## config.mk

```make
export PLATFORM = sky130hd
export DESIGN_NAME = circuit_pack
export DESIGN_NICKNAME = d
export VERILOG_FILES = /design/src/rtl/circuit_pack.sv
export SDC_FILE = /design/constraint.sdc
export NUM_CORES = 1
export LEC_CHECK = 0
export CAP_MARGIN = 25
export CORE_MARGIN = 1
export CORE_UTILIZATION = 30
export DETAILED_ROUTE_END_ITERATION = 8
export SETUP_SLACK_MARGIN = 0.3
export SLEW_MARGIN = 10
export SYNTH_ARGS = -nofsm -noshare
export SYNTH_HDL_FRONTEND = slang
export SYNTH_SLANG_ARGS = --single-unit
```

## constraint.sdc

```tcl
create_clock -name sys_clk -period 5 [get_ports sys_clk]
set_input_delay 1 -clock sys_clk [delete_from_list [all_inputs] [get_ports sys_clk]]
set_output_delay 1 -clock sys_clk [all_outputs]
set_load 0.01 [all_outputs]
```

## src/rtl/circuit_pack.sv

```systemverilog
// Uplink circuit-frame receiver: validates 58-byte type-0x0D frames, stores payload in a ping-pong buffer, serves bits MSB-first.
// Latency: bit_req -> bit_out/bit_out_vld one cycle later; bank swap takes effect on the cycle of the sync edge.
// Backpressure: none; frame_data_vld=0 stalls parsing indefinitely, bit_req past the payload end returns 0 with overrun.
// Ports: sys_clk/rst (sync, active-high); frame_data/_vld + frame_type/frame_len/frame_len_vld (byte stream in);
//        timeslot_in/ldpc_in (period sync); bit_req -> bit_out/bit_out_vld; status pulses frame_err/underrun/overrun.
module circuit_pack #(
    parameter int          CIRCUIT_DATA_LEN = 48,
    parameter int          CIRCUIT_HEAD_LEN = 10,
    parameter logic [7:0]  FRAME_TYPE       = 8'h0D,
    parameter logic [15:0] LINK_ID          = 16'h0001
) (
    input  logic        sys_clk,
    input  logic        rst,
    input  logic [7:0]  frame_data,
    input  logic        frame_data_vld,
    input  logic [7:0]  frame_type,
    input  logic [15:0] frame_len,
    input  logic        frame_len_vld,
    input  logic [7:0]  timeslot_in,
    input  logic [7:0]  ldpc_in,
    input  logic        bit_req,
    output logic        bit_out,
    output logic        bit_out_vld,
    output logic        rd_bank_valid,
    output logic        frame_err,
    output logic        underrun,
    output logic        overrun
);
    localparam int               FRAME_BYTES   = CIRCUIT_HEAD_LEN + CIRCUIT_DATA_LEN;
    localparam int               PAYLOAD_BITS  = CIRCUIT_DATA_LEN * 8;
    localparam int               PTR_W         = $clog2(PAYLOAD_BITS + 1);
    localparam int               IDX_W         = $clog2(CIRCUIT_DATA_LEN);
    localparam logic [15:0]      FRAME_BYTES16 = 16'(FRAME_BYTES);
    localparam logic [PTR_W-1:0] PTR_END       = PTR_W'(PAYLOAD_BITS);

    typedef enum logic [1:0] {IDLE, HEAD, PAYLOAD, DROP} wr_state_t;

    wr_state_t        state, state_nxt;
    logic [15:0]      byte_cnt;
    logic [15:0]      drop_len;
    logic [15:0]      drop_last;
    logic [1:0]       committed;
    logic             rd_bank;
    logic             wr_bank;
    logic             sync_flag, sync_flag_d1, sync_edge;
    logic             start, start_good, head_bad, last_byte, sync_abort;
    logic             err_set, commit, wr_en, swap;
    logic             rd_bank_eff, rd_valid_eff;
    logic [PTR_W-1:0] ptr, ptr_eff;
    logic [IDX_W-1:0] wr_idx;
    logic [7:0]       rd_byte;
    logic [7:0]       mem [2][CIRCUIT_DATA_LEN];

    assign wr_bank   = ~rd_bank;
    assign sync_flag = (timeslot_in == 8'd0) && (ldpc_in == 8'd0);
    assign sync_edge = sync_flag && !sync_flag_d1;

    // Byte 0 arrives together with frame_len_vld, so its link-id check
    // happens at the start decision rather than in HEAD.
    assign start      = frame_len_vld && frame_data_vld;
    assign start_good = (frame_type == FRAME_TYPE) && (frame_len == FRAME_BYTES16)
                        && (frame_data == LINK_ID[15:8]);
    assign last_byte  = (state == PAYLOAD) && frame_data_vld
                        && (byte_cnt == FRAME_BYTES16 - 16'd1);
    // A frame finishing on the sync cycle is kept; anything else in flight is cut.
    assign sync_abort = sync_edge && ((state == HEAD) || ((state == PAYLOAD) && !last_byte));
    assign drop_last  = (drop_len <= 16'd1) ? 16'd1 : drop_len - 16'd1;
    assign wr_idx     = IDX_W'(byte_cnt - 16'(CIRCUIT_HEAD_LEN));

    always_comb begin
        head_bad = 1'b0;
        case (byte_cnt)
            16'd1:   head_bad = (frame_data != LINK_ID[7:0]);
            16'd8:   head_bad = (frame_data != FRAME_BYTES16[15:8]);
            16'd9:   head_bad = (frame_data != FRAME_BYTES16[7:0]);
            default: head_bad = 1'b0;
        endcase
    end

    // State register
    always_ff @(posedge sys_clk) begin
        if (rst) state <= IDLE;
        else     state <= state_nxt;
    end

    // Next state: a new frame start wins over everything, then sync abort.
    always_comb begin
        state_nxt = state;
        if (start) begin
            state_nxt = start_good ? HEAD : DROP;
        end else if (sync_abort) begin
            state_nxt = IDLE;
        end else if (frame_data_vld) begin
            case (state)
                HEAD: begin
                    if (head_bad)
                        state_nxt = DROP;
                    else if (byte_cnt == 16'(CIRCUIT_HEAD_LEN - 1))
                        state_nxt = PAYLOAD;
                end
                PAYLOAD: if (last_byte) state_nxt = IDLE;
                DROP:    if (byte_cnt >= drop_last) state_nxt = IDLE;
                default: state_nxt = state;
            endcase
        end
    end

    // FSM outputs
    always_comb begin
        err_set = 1'b0;
        commit  = 1'b0;
        wr_en   = 1'b0;
        if (start) begin
            err_set = (state != IDLE) || !start_good;
        end else if (sync_abort) begin
            err_set = 1'b1;
        end else if (frame_data_vld) begin
            if (state == HEAD)
                err_set = head_bad;
            if (state == PAYLOAD) begin
                wr_en  = 1'b1;
                commit = last_byte;
            end
        end
    end

    // Read side sees the post-swap bank on the sync cycle itself.
    assign swap         = sync_edge && (committed[wr_bank] || commit);
    assign rd_bank_eff  = swap ? wr_bank : rd_bank;
    assign rd_valid_eff = sync_edge ? swap : rd_bank_valid;
    assign ptr_eff      = sync_edge ? '0 : ptr;
    assign rd_byte      = mem[rd_bank_eff][ptr_eff[PTR_W-1:3]];

    always_ff @(posedge sys_clk) begin
        if (wr_en) mem[wr_bank][wr_idx] <= frame_data;
    end

    always_ff @(posedge sys_clk) begin
        if (rst) begin
            byte_cnt      <= '0;
            drop_len      <= '0;
            sync_flag_d1  <= 1'b0;
            committed     <= '0;
            rd_bank       <= 1'b0;
            rd_bank_valid <= 1'b0;
            frame_err     <= 1'b0;
            underrun      <= 1'b0;
            overrun       <= 1'b0;
            ptr           <= '0;
            bit_out       <= 1'b0;
            bit_out_vld   <= 1'b0;
        end else begin
            sync_flag_d1 <= sync_flag;
            frame_err    <= err_set;
            underrun     <= sync_edge && !swap;

            if (start) begin
                byte_cnt <= 16'd1;
                drop_len <= frame_len;
            end else if (frame_data_vld && (state != IDLE)) begin
                byte_cnt <= byte_cnt + 16'd1;
            end

            // Latest commit simply re-sets the flag; the bank data was overwritten in place.
            if (swap) begin
                rd_bank            <= wr_bank;
                committed[wr_bank] <= 1'b0;
            end else if (commit) begin
                committed[wr_bank] <= 1'b1;
            end
            if (sync_edge) rd_bank_valid <= swap;

            bit_out_vld <= bit_req;
            bit_out     <= 1'b0;
            overrun     <= 1'b0;
            ptr         <= ptr_eff;
            if (bit_req) begin
                if (ptr_eff == PTR_END) begin
                    overrun <= 1'b1;
                end else begin
                    bit_out <= rd_valid_eff && rd_byte[3'd7 - ptr_eff[2:0]];
                    ptr     <= ptr_eff + 1'b1;
                end
            end
        end
    end
endmodule
```

==> results of run 1 <==
cell families after synthesis:
| logic type | Yosys count | synth area share |
|---|---|---|
| AND/OR/NAND/NOR | 1049 | 0.136 |
| flip-flops | 821 | 0.705 |
| AO/OA/AOI/OAI | 354 | 0.0687 |
| buffers and inverters | 168 | 0.0249 |
| multiplexers | 124 | 0.0476 |
| XOR/XNOR | 31 | 0.00794 |
| adder cells (fa/ha/maj) | 27 | 0.00988 |
cell type report:
class | instances | share of cell area
clock buffer | 103 | 0.0554
tap | 1500 | 0.0463
timing repair buffer | 265 | 0.0584
sequential | 821 | 0.596
inverter | 15 | 0.00139
multi-input combinational | 1585 | 0.229
clock inverter | 54 | 0.0140
repair_timing:
action                                 CTS  global route
endpoints found under the hold margin    0             0
setup endpoints to repair                0             1
buffers inserted                         0             0
through the flow:
stage / hold slack (ps) / util / area (sq um)
after floorplan: 450 / - / 34200
after global placement: 471 / 0.334 / 37700
after detailed placement: 476 / 0.334 / 37700
after CTS: 484 / 0.359 / 40500
after global routing: 502 / 0.359 / 40500
final: 481 / 0.359 / 40500
how the worst max path moves through the flow:
stage               slack [ps]  startpoint  cells past startpoint                  to
CTS                        440  ldpc_in[7]                     15  bit_out$_SDFF_PP0_
finish                     420  ldpc_in[7]                     15  bit_out$_SDFF_PP0_
floorplan                  900  ldpc_in[4]                     11  bit_out$_SDFF_PP0_
global route               300  ldpc_in[4]                     15  bit_out$_SDFF_PP0_
global placement          -270  ldpc_in[4]                     15  bit_out$_SDFF_PP0_
detailed placement        -260  ldpc_in[7]                     15  bit_out$_SDFF_PP0_
worst min-delay path: cells and delay by family, from the launching register on:
family           cells  cell delay, ps
flip-flops           1             320
AND/OR/NAND/NOR      1              60
AO/OA/AOI/OAI        1              60
cell usage in the layout, fill, tap and decap left out, drive strengths merged, types with 44 or more instances in the layout:
cell             n
nand3          173
clkbuf         103
clkinv          44
buf            216
a21oi          126
dfxtp           53
mux2i           85
edfxtp         768
nand2          538
clkdlybuf4s50   49
nor2           158
registers in the layout, summed over array words and instances (netlist names), 2 cells and up, named ones only:
signal and flops:
state 2, drop_len 16, ptr 9, byte_cnt 16, mem 768
power by group:
group          switching, mW  total [mW]  internal (mW)
Combinational          0.755        1.21          0.456
Clock                   2.75        6.40           3.65
Sequential            0.0153        7.53           7.52
routing by layer:
layer,GRT usage,vias up,part of all wire
li1,-,10100,-
met1,0.239,11400,0.43
met2,0.272,985,0.46
met3,0.0296,186,0.077
met4,0.0517,2,0.028
met5,0,-,0.00012
==> impl_results.html, run 1 <==
<table>
<tr><th>Metric</th><th>Value</th></tr>
<tr><th colspan="2">Status</th></tr>
<tr><td>Run status</td><td>completed</td></tr>
<tr><th colspan="2">Synthesis</th></tr>
<tr><td>Cell type contributing the most total cell area after synthesis</td><td>sky130_fd_sc_hd__edfxtp_1</td></tr>
<tr><td>Leading cell types by total area after synthesis</td><td>sky130_fd_sc_hd__edfxtp_1 67%, sky130_fd_sc_hd__nand2_1 5.9%, sky130_fd_sc_hd__dfxtp_1 3.1%, sky130_fd_sc_hd__nand3_1 2.5%, sky130_fd_sc_hd__mux2i_1 2.5%</td></tr>
<tr><td>Share of the yosys chip area belonging to registers</td><td>0.705</td></tr>
<tr><td>Post-synth top flop</td><td>sky130_fd_sc_hd__edfxtp_1</td></tr>
<tr><td>Library cell with the highest instance count after synthesis</td><td>sky130_fd_sc_hd__edfxtp_1</td></tr>
<tr><td>Ys async rst share</td><td>0</td></tr>
<tr><td>Most frequent cells after synthesis</td><td>768 x sky130_fd_sc_hd__edfxtp_1, 538 x sky130_fd_sc_hd__nand2_1, 173 x sky130_fd_sc_hd__nand3_1</td></tr>
<tr><td>Fraction of synthesized cell area taken by the top area cell type</td><td>0.674</td></tr>
<tr><td>Number of synthesized register bits</td><td>821</td></tr>
<tr><td>Post-synthesis instance area</td><td>34200 sq um</td></tr>
<tr><td>Number of enable flip-flop cells after synthesis</td><td>768</td></tr>
<tr><td>Count of yosys warnings during synthesis</td><td>0</td></tr>
<tr><td>Mean post-synth cell area</td><td>13.3 sq um</td></tr>
<tr><td>Nets in the synthesized netlist</td><td>2654</td></tr>
<tr><td>Number of distinct library cells after synthesis</td><td>77</td></tr>
<tr><td>Synthesized netlist cell count</td><td>2574</td></tr>
<tr><th colspan="2">Hold path</th></tr>
<tr><td>Worst hold path depth</td><td>2</td></tr>
<tr><td>Hold/Removal Path Class</td><td>flop to flop</td></tr>
<tr><td>Hold worst-path end</td><td>drop_len[13]$_SDFFE_PP0P_</td></tr>
<tr><td>Startpoint of the most critical hold path</td><td>drop_len[13]$_SDFFE_PP0P_</td></tr>
<tr><th colspan="2">Timing</th></tr>
<tr><td>Worst clock skew on the final layout</td><td>34.8 ps</td></tr>
<tr><td>Min cycle time layout</td><td>4580 ps</td></tr>
<tr><td>Setup TNS</td><td>0 ps</td></tr>
<tr><td>Worst setup slack after layout</td><td>419 ps</td></tr>
<tr><td>Max Fclk</td><td>218 MHz</td></tr>
<tr><td>Measured slew at the worst slew-check pin</td><td>930 ps</td></tr>
<tr><td>RSZ-0062 raised after global routing</td><td>false</td></tr>
<tr><td>Max-slew violation total from the final report</td><td>0</td></tr>
<tr><td>Final Hold Fails</td><td>0</td></tr>
<tr><td>Worst rel slew slack</td><td>0.378</td></tr>
<tr><td>Period utilisation layout</td><td>0.916</td></tr>
<tr><td>Setup-failing EPs final</td><td>0</td></tr>
<tr><th colspan="2">Detailed routing</th></tr>
<tr><td>Via density</td><td>5.21</td></tr>
<tr><td>Drt wl/cell</td><td>23.1 um</td></tr>
<tr><td>Sum of routed wire length over all layers</td><td>100 mm</td></tr>
<tr><td>Final antenna-violating net count</td><td>0</td></tr>
<tr><td>Total vias in the final route</td><td>22600</td></tr>
<tr><td># DRC</td><td>0</td></tr>
<tr><td>Drt first-iter violations</td><td>2321</td></tr>
<tr><td>Initial DRT Pass Iterations</td><td>5</td></tr>
<tr><th colspan="2">Power and ir drop</th></tr>
<tr><td>Cell Pwr Density</td><td>374 nW/um^2</td></tr>
<tr><td>Cell leakage power</td><td>13.4 nW</td></tr>
<tr><td>IR Drop Worst-Case VDD</td><td>266 uV</td></tr>
<tr><td>Total Power Consumption</td><td>15.1 mW</td></tr>
<tr><th colspan="2">Finish</th></tr>
<tr><td>Antenna Cells</td><td>0</td></tr>
<tr><td>Fraction of final layout cells sized beyond drive strength 1</td><td>0.144</td></tr>
<tr><td>Area Growth Syn to Fin</td><td>18.5%</td></tr>
<tr><td>Final net count</td><td>2854</td></tr>
<tr><td>Number of standard cells in the layout, taps in and fillers out</td><td>4343</td></tr>
<tr><td>FF+latch area</td><td>24100 sq um</td></tr>
<tr><td>Area occupied by multi-input gates</td><td>9280 sq um</td></tr>
<tr><td>Number of fill cells</td><td>10900</td></tr>
<tr><th colspan="2">Clock network</th></tr>
<tr><td>Maximum buffer depth of the clock tree</td><td>3</td></tr>
<tr><td>CTS tree</td><td>yes</td></tr>
<tr><td>Post-cts hold buffer count</td><td>0</td></tr>
<tr><td>Post-cts repair resize count</td><td>0</td></tr>
<tr><td>Clock tree root buffer cell</td><td>sky130_fd_sc_hd__clkbuf_16</td></tr>
<tr><td>Clock transition at the registers of the reported paths</td><td>60 ps</td></tr>
<tr><td>Clock network latency to the later pin of the worst-skew pair</td><td>670 ps</td></tr>
<tr><td>Number of buffers added by the clock tree synthesis step</td><td>86</td></tr>
<tr><td>CTS H-tree lvls</td><td>3</td></tr>
<tr><td>Number of clock sinks seen by CTS</td><td>821</td></tr>
<tr><th colspan="2">Placed design</th></tr>
<tr><td>Post-detailed-placement half-perimeter wirelength</td><td>64.2 mm</td></tr>
<tr><td>Count of port buffers added during placement</td><td>58</td></tr>
<tr><td>Final GP Congestion</td><td>0.902</td></tr>
<tr><td>Pre-CTS worst setup slack</td><td>-262 ps</td></tr>
<tr><td>Post-Place Cells</td><td>4185</td></tr>
<tr><th colspan="2">Critical path</th></tr>
<tr><td>Number of cells on the worst reg-to-reg path</td><td>14</td></tr>
<tr><td>Critical path required time</td><td>5550 ps</td></tr>
<tr><td>Worst Setup End Kind</td><td>flop</td></tr>
<tr><td>Register-to-register setup slack</td><td>750 ps</td></tr>
<tr><td>Crit path max fanout</td><td>26</td></tr>
<tr><td>Destination of the worst register-to-register timing path</td><td>bit_out$_SDFF_PP0_</td></tr>
<tr><td>Element type at the critical path start</td><td>primary input</td></tr>
<tr><td>Cells along the critical path</td><td>clkdlybuf4s50_1 -&gt; or4_4 -&gt; or3_4 -&gt; nor3_4 -&gt; a211o_4 -&gt; buf_12 -&gt; buf_4 -&gt; mux4_2 -&gt; a211oi_1 -&gt; a311o_1 -&gt; nand3_1 -&gt; nand4_1 -&gt; nand4_1 -&gt; nand4_1 -&gt; a22oi_2</td></tr>
<tr><td>Arrival time reported for the critical path endpoint</td><td>5130 ps</td></tr>
<tr><td>Standard cell with the maximum stage delay on the critical path</td><td>sky130_fd_sc_hd__or4_4</td></tr>
<tr><td>Delay-heaviest family, CP</td><td>simple AND/OR/NAND/NOR gates</td></tr>
<tr><td>Kind of critical path</td><td>primary input to flop</td></tr>
<tr><td>Worst flop-to-flop path startpoint</td><td>byte_cnt[11]$_SDFFE_PP0P_</td></tr>
<tr><td>Combined buffer and inverter count along the critical path</td><td>3</td></tr>
<tr><td>Maximum single-stage delay on the critical path</td><td>540 ps</td></tr>
<tr><td>Dominant cell type by count on the critical path</td><td>sky130_fd_sc_hd__nand4_1</td></tr>
<tr><th colspan="2">Global route</th></tr>
<tr><td>Via count of the first global-routing pass</td><td>22000</td></tr>
<tr><td>Combined global-route utilization of all metal layers</td><td>0.171</td></tr>
<tr><td>First-pass GRT wire length</td><td>148 mm</td></tr>
<tr><td>Pin count of the biggest net entering global routing</td><td>101</td></tr>
<tr><td>GRT overflow</td><td>0</td></tr>
<tr><td>Antenna violations before repair</td><td>1</td></tr>
<tr><th colspan="2">Floorplanning</th></tr>
<tr><td>Vertical extent of the die</td><td>340 um</td></tr>
<tr><td>Starting Density</td><td>0.303</td></tr>
<tr><td>Io pins</td><td>59</td></tr>
<tr><td>Chip width</td><td>340 um</td></tr>
<tr><td>Total die area</td><td>115000 sq um</td></tr>
<tr><td>Total core area</td><td>113000 sq um</td></tr>
<tr><td># rows</td><td>123</td></tr>
<tr><th colspan="2">Run</th></tr>
<tr><td>Maximum capacitance violations</td><td>0</td></tr>
</table>
(Power assumes the default switching activity.)
==> run 2: changes to the inputs <==
CORE_UTILIZATION = 62   (was 30)
PLACE_DENSITY = 0.79   (was unset)
clock period = 4.6 ns   (was 5 ns; I/O delays follow)
==> impl_results.html, run 2 (synthesis gave the netlist of run 1 again) <==
<table>
<tr><th>Metric</th><th>Value</th></tr>
<tr><th colspan="2">Timing</th></tr>
<tr><td>RSZ-0062 raised after global routing</td><td>true</td></tr>
<tr><td>Setup TNS</td><td>0 ps</td></tr>
<tr><td>Min cycle time layout</td><td>4370 ps</td></tr>
<tr><td>Measured slew at the worst slew-check pin</td><td>1040 ps</td></tr>
<tr><td>Worst clock skew on the final layout</td><td>38.3 ps</td></tr>
<tr><td>Period utilisation layout</td><td>0.949</td></tr>
<tr><td>Final Hold Fails</td><td>0</td></tr>
<tr><td>Max Fclk</td><td>229 MHz</td></tr>
<tr><td>Max-slew violation total from the final report</td><td>0</td></tr>
<tr><td>Worst rel slew slack</td><td>0.302</td></tr>
<tr><td>Setup-failing EPs final</td><td>0</td></tr>
<tr><th colspan="2">Clock network</th></tr>
<tr><td>Clock tree root buffer cell</td><td>sky130_fd_sc_hd__clkbuf_16</td></tr>
<tr><td>CTS tree</td><td>yes</td></tr>
<tr><td>Clock network latency to the later pin of the worst-skew pair</td><td>650 ps</td></tr>
<tr><td>Maximum buffer depth of the clock tree</td><td>3</td></tr>
<tr><td>Post-cts hold buffer count</td><td>0</td></tr>
<tr><td>Number of clock sinks seen by CTS</td><td>821</td></tr>
<tr><td>Number of buffers added by the clock tree synthesis step</td><td>80</td></tr>
<tr><td>Clock transition at the registers of the reported paths</td><td>60 ps</td></tr>
<tr><td>CTS H-tree lvls</td><td>3</td></tr>
<tr><th colspan="2">Critical path</th></tr>
<tr><td>Critical path required time</td><td>5130 ps</td></tr>
<tr><td>Worst flop-to-flop path startpoint</td><td>byte_cnt[11]$_SDFFE_PP0P_</td></tr>
<tr><td>Timing startpoint of the critical path</td><td>ldpc_in[7]</td></tr>
<tr><td>Number of cells on the worst reg-to-reg path</td><td>12</td></tr>
<tr><td>Crit path max fanout</td><td>14</td></tr>
<tr><td>Kind of critical path</td><td>primary input to flop</td></tr>
<tr><td>Worst Setup End Kind</td><td>flop</td></tr>
<tr><td>Element type at the critical path start</td><td>primary input</td></tr>
<tr><td>Arrival time reported for the critical path endpoint</td><td>4900 ps</td></tr>
<tr><th colspan="2">Finish</th></tr>
<tr><td>Commonest cells after routing, fill and taps aside</td><td>768 x sky130_fd_sc_hd__edfxtp_1, 537 x sky130_fd_sc_hd__nand2_1, 212 x sky130_fd_sc_hd__buf_4</td></tr>
<tr><td>Area Growth Syn to Fin</td><td>15.4%</td></tr>
<tr><td>Flip-flop count of the largest register, all copies and words added</td><td>768</td></tr>
<tr><td>Antenna Cells</td><td>0</td></tr>
<tr><td>Most frequent standard cell in the layout excluding fill and tap cells</td><td>sky130_fd_sc_hd__edfxtp_1</td></tr>
<tr><td>Fraction of final layout cells sized beyond drive strength 1</td><td>0.149</td></tr>
<tr><td>Final non-filler cell area</td><td>39500 sq um</td></tr>
<tr><td>Final net count</td><td>2867</td></tr>
<tr><td>Area occupied by multi-input gates</td><td>9340 sq um</td></tr>
<tr><td>Largest registers</td><td>mem: 768 flops, byte_cnt: 16 flops, drop_len: 16 flops</td></tr>
<tr><td>Register bank with the most flops</td><td>mem</td></tr>
<tr><td>FF+latch area</td><td>24100 sq um</td></tr>
<tr><td>Number of fill cells</td><td>3190</td></tr>
<tr><th colspan="2">Global route</th></tr>
<tr><td>Pin count of the biggest net entering global routing</td><td>98</td></tr>
<tr><td>First-pass GRT wire length</td><td>144 mm</td></tr>
<tr><td>Combined global-route utilization of all metal layers</td><td>0.348</td></tr>
<tr><td>Antenna violations before repair</td><td>2</td></tr>
<tr><td>GRT overflow</td><td>0</td></tr>
<tr><td>Via count of the first global-routing pass</td><td>23600</td></tr>
<tr><th colspan="2">Detailed routing</th></tr>
<tr><td>Initial DRT Pass Iterations</td><td>8</td></tr>
<tr><td>Drt wl/cell</td><td>27.4 um</td></tr>
<tr><td>Final antenna-violating net count</td><td>0</td></tr>
<tr><td>Drt first-iter violations</td><td>3569</td></tr>
<tr><td>Via density</td><td>6.75</td></tr>
<tr><td>Sum of routed wire length over all layers</td><td>97.0 mm</td></tr>
<tr><td># DRC</td><td>0</td></tr>
<tr><td>Total vias in the final route</td><td>23900</td></tr>
<tr><th colspan="2">Placed design</th></tr>
<tr><td>Count of port buffers added during placement</td><td>58</td></tr>
<tr><td>Final GP Congestion</td><td>0.991</td></tr>
<tr><td>Post-Place Cell Area</td><td>36800 sq um</td></tr>
<tr><td>Post-detailed-placement half-perimeter wirelength</td><td>60.9 mm</td></tr>
<tr><th colspan="2">Hold path</th></tr>
<tr><td>Worst hold path depth</td><td>2</td></tr>
<tr><td>Hold/Removal Path Class</td><td>flop to flop</td></tr>
<tr><td>Startpoint of the most critical hold path</td><td>drop_len[13]$_SDFFE_PP0P_</td></tr>
<tr><th colspan="2">Floorplanning</th></tr>
<tr><td>Io pins</td><td>59</td></tr>
<tr><td>Vertical extent of the die</td><td>237 um</td></tr>
<tr><td># rows</td><td>85</td></tr>
<tr><td>Starting Density</td><td>0.632</td></tr>
<tr><td>Total die area</td><td>56100 sq um</td></tr>
<tr><td>Chip width</td><td>237 um</td></tr>
<tr><td>Total core area</td><td>54100 sq um</td></tr>
<tr><th colspan="2">Power and ir drop</th></tr>
<tr><td>Cell Pwr Density</td><td>405 nW/um^2</td></tr>
<tr><td>Cell leakage power</td><td>13.4 nW</td></tr>
<tr><td>IR Drop Worst-Case VDD</td><td>436 uV</td></tr>
<tr><th colspan="2">Run</th></tr>
<tr><td>Maximum capacitance violations</td><td>0</td></tr>
<tr><th colspan="2">Status</th></tr>
<tr><td>Run status</td><td>completed</td></tr>
</table>
run 2: layout make-up:
type | count | area share
flip-flops and latches | 821 | 0.612
multi-input cells | 1585 | 0.237
repair buffers | 284 | 0.0643
clock buffers | 91 | 0.0518
well taps | 696 | 0.0221
clock inverters | 52 | 0.0120
inverters | 15 | 0.00143
run 2: through the flow:
stage / instances / util / hold WS, ps / total power [mW] / worst slack, ps
global route: 3544 / 0.729 / 525 / 16.3 / 226
floorplan: 2574 / - / 450 / 9.11 / 584
finish: 3544 / 0.729 / 488 / 16.0 / 235
detailed placement: 3397 / 0.680 / 477 / 9.65 / -308
CTS: 3540 / 0.727 / 485 / 15.9 / 323
global placement: 3397 / 0.680 / 467 / 9.60 / -384
run 2: where the power goes:
group | leakage [nW] | total [mW] | switching, mW | internal [mW]
Clock | 1.22 | 6.41 | 2.82 | 3.60
Sequential | 7.33 | 8.19 | 0.0258 | 8.17
Combinational | 4.80 | 1.37 | 0.834 | 0.534
Total | 13.4 | 16.0 | 3.68 | 12.3
run 2: metal layers:
metal	wire (um)	global-route usage
met3	13500	0.0905
met4	5350	0.178
met2	44700	0.541
met1	33400	0.455
met5	11	0
run 2: path summary, 6_finish.rpt:
| check | end | slack [ps] |
|---|---|---|
| worst max register to register | bit_out$_SDFF_PP0_ | 410 |
| worst max-delay path | bit_out$_SDFF_PP0_ | 230 |
| worst min register to register | drop_len[13]$_SDFFE_PP0P_ | 490 |
| worst min-delay path | drop_len[13]$_SDFFE_PP0P_ | 490 |
run 2: worst max-delay path: stages:
cell	delay, ps
sky130_fd_sc_hd__clkdlybuf4s50_1	420
sky130_fd_sc_hd__or4_4	560
sky130_fd_sc_hd__or3_4	430
sky130_fd_sc_hd__nor3_4	200
sky130_fd_sc_hd__a211o_4	210
sky130_fd_sc_hd__buf_12	200
sky130_fd_sc_hd__mux4_2	530
sky130_fd_sc_hd__a2111oi_2	440
sky130_fd_sc_hd__a21oi_1	140
sky130_fd_sc_hd__nor3_2	470
sky130_fd_sc_hd__o41ai_2	160
sky130_fd_sc_hd__nand3_1	130
sky130_fd_sc_hd__a22oi_2	60
run 2: what timing repair did:
action,4_1_cts,5_1_grt
buffers inserted,0,2
setup endpoints to repair,1,3
resized for setup,3,13
cloned,0,1
pin swaps,0,2
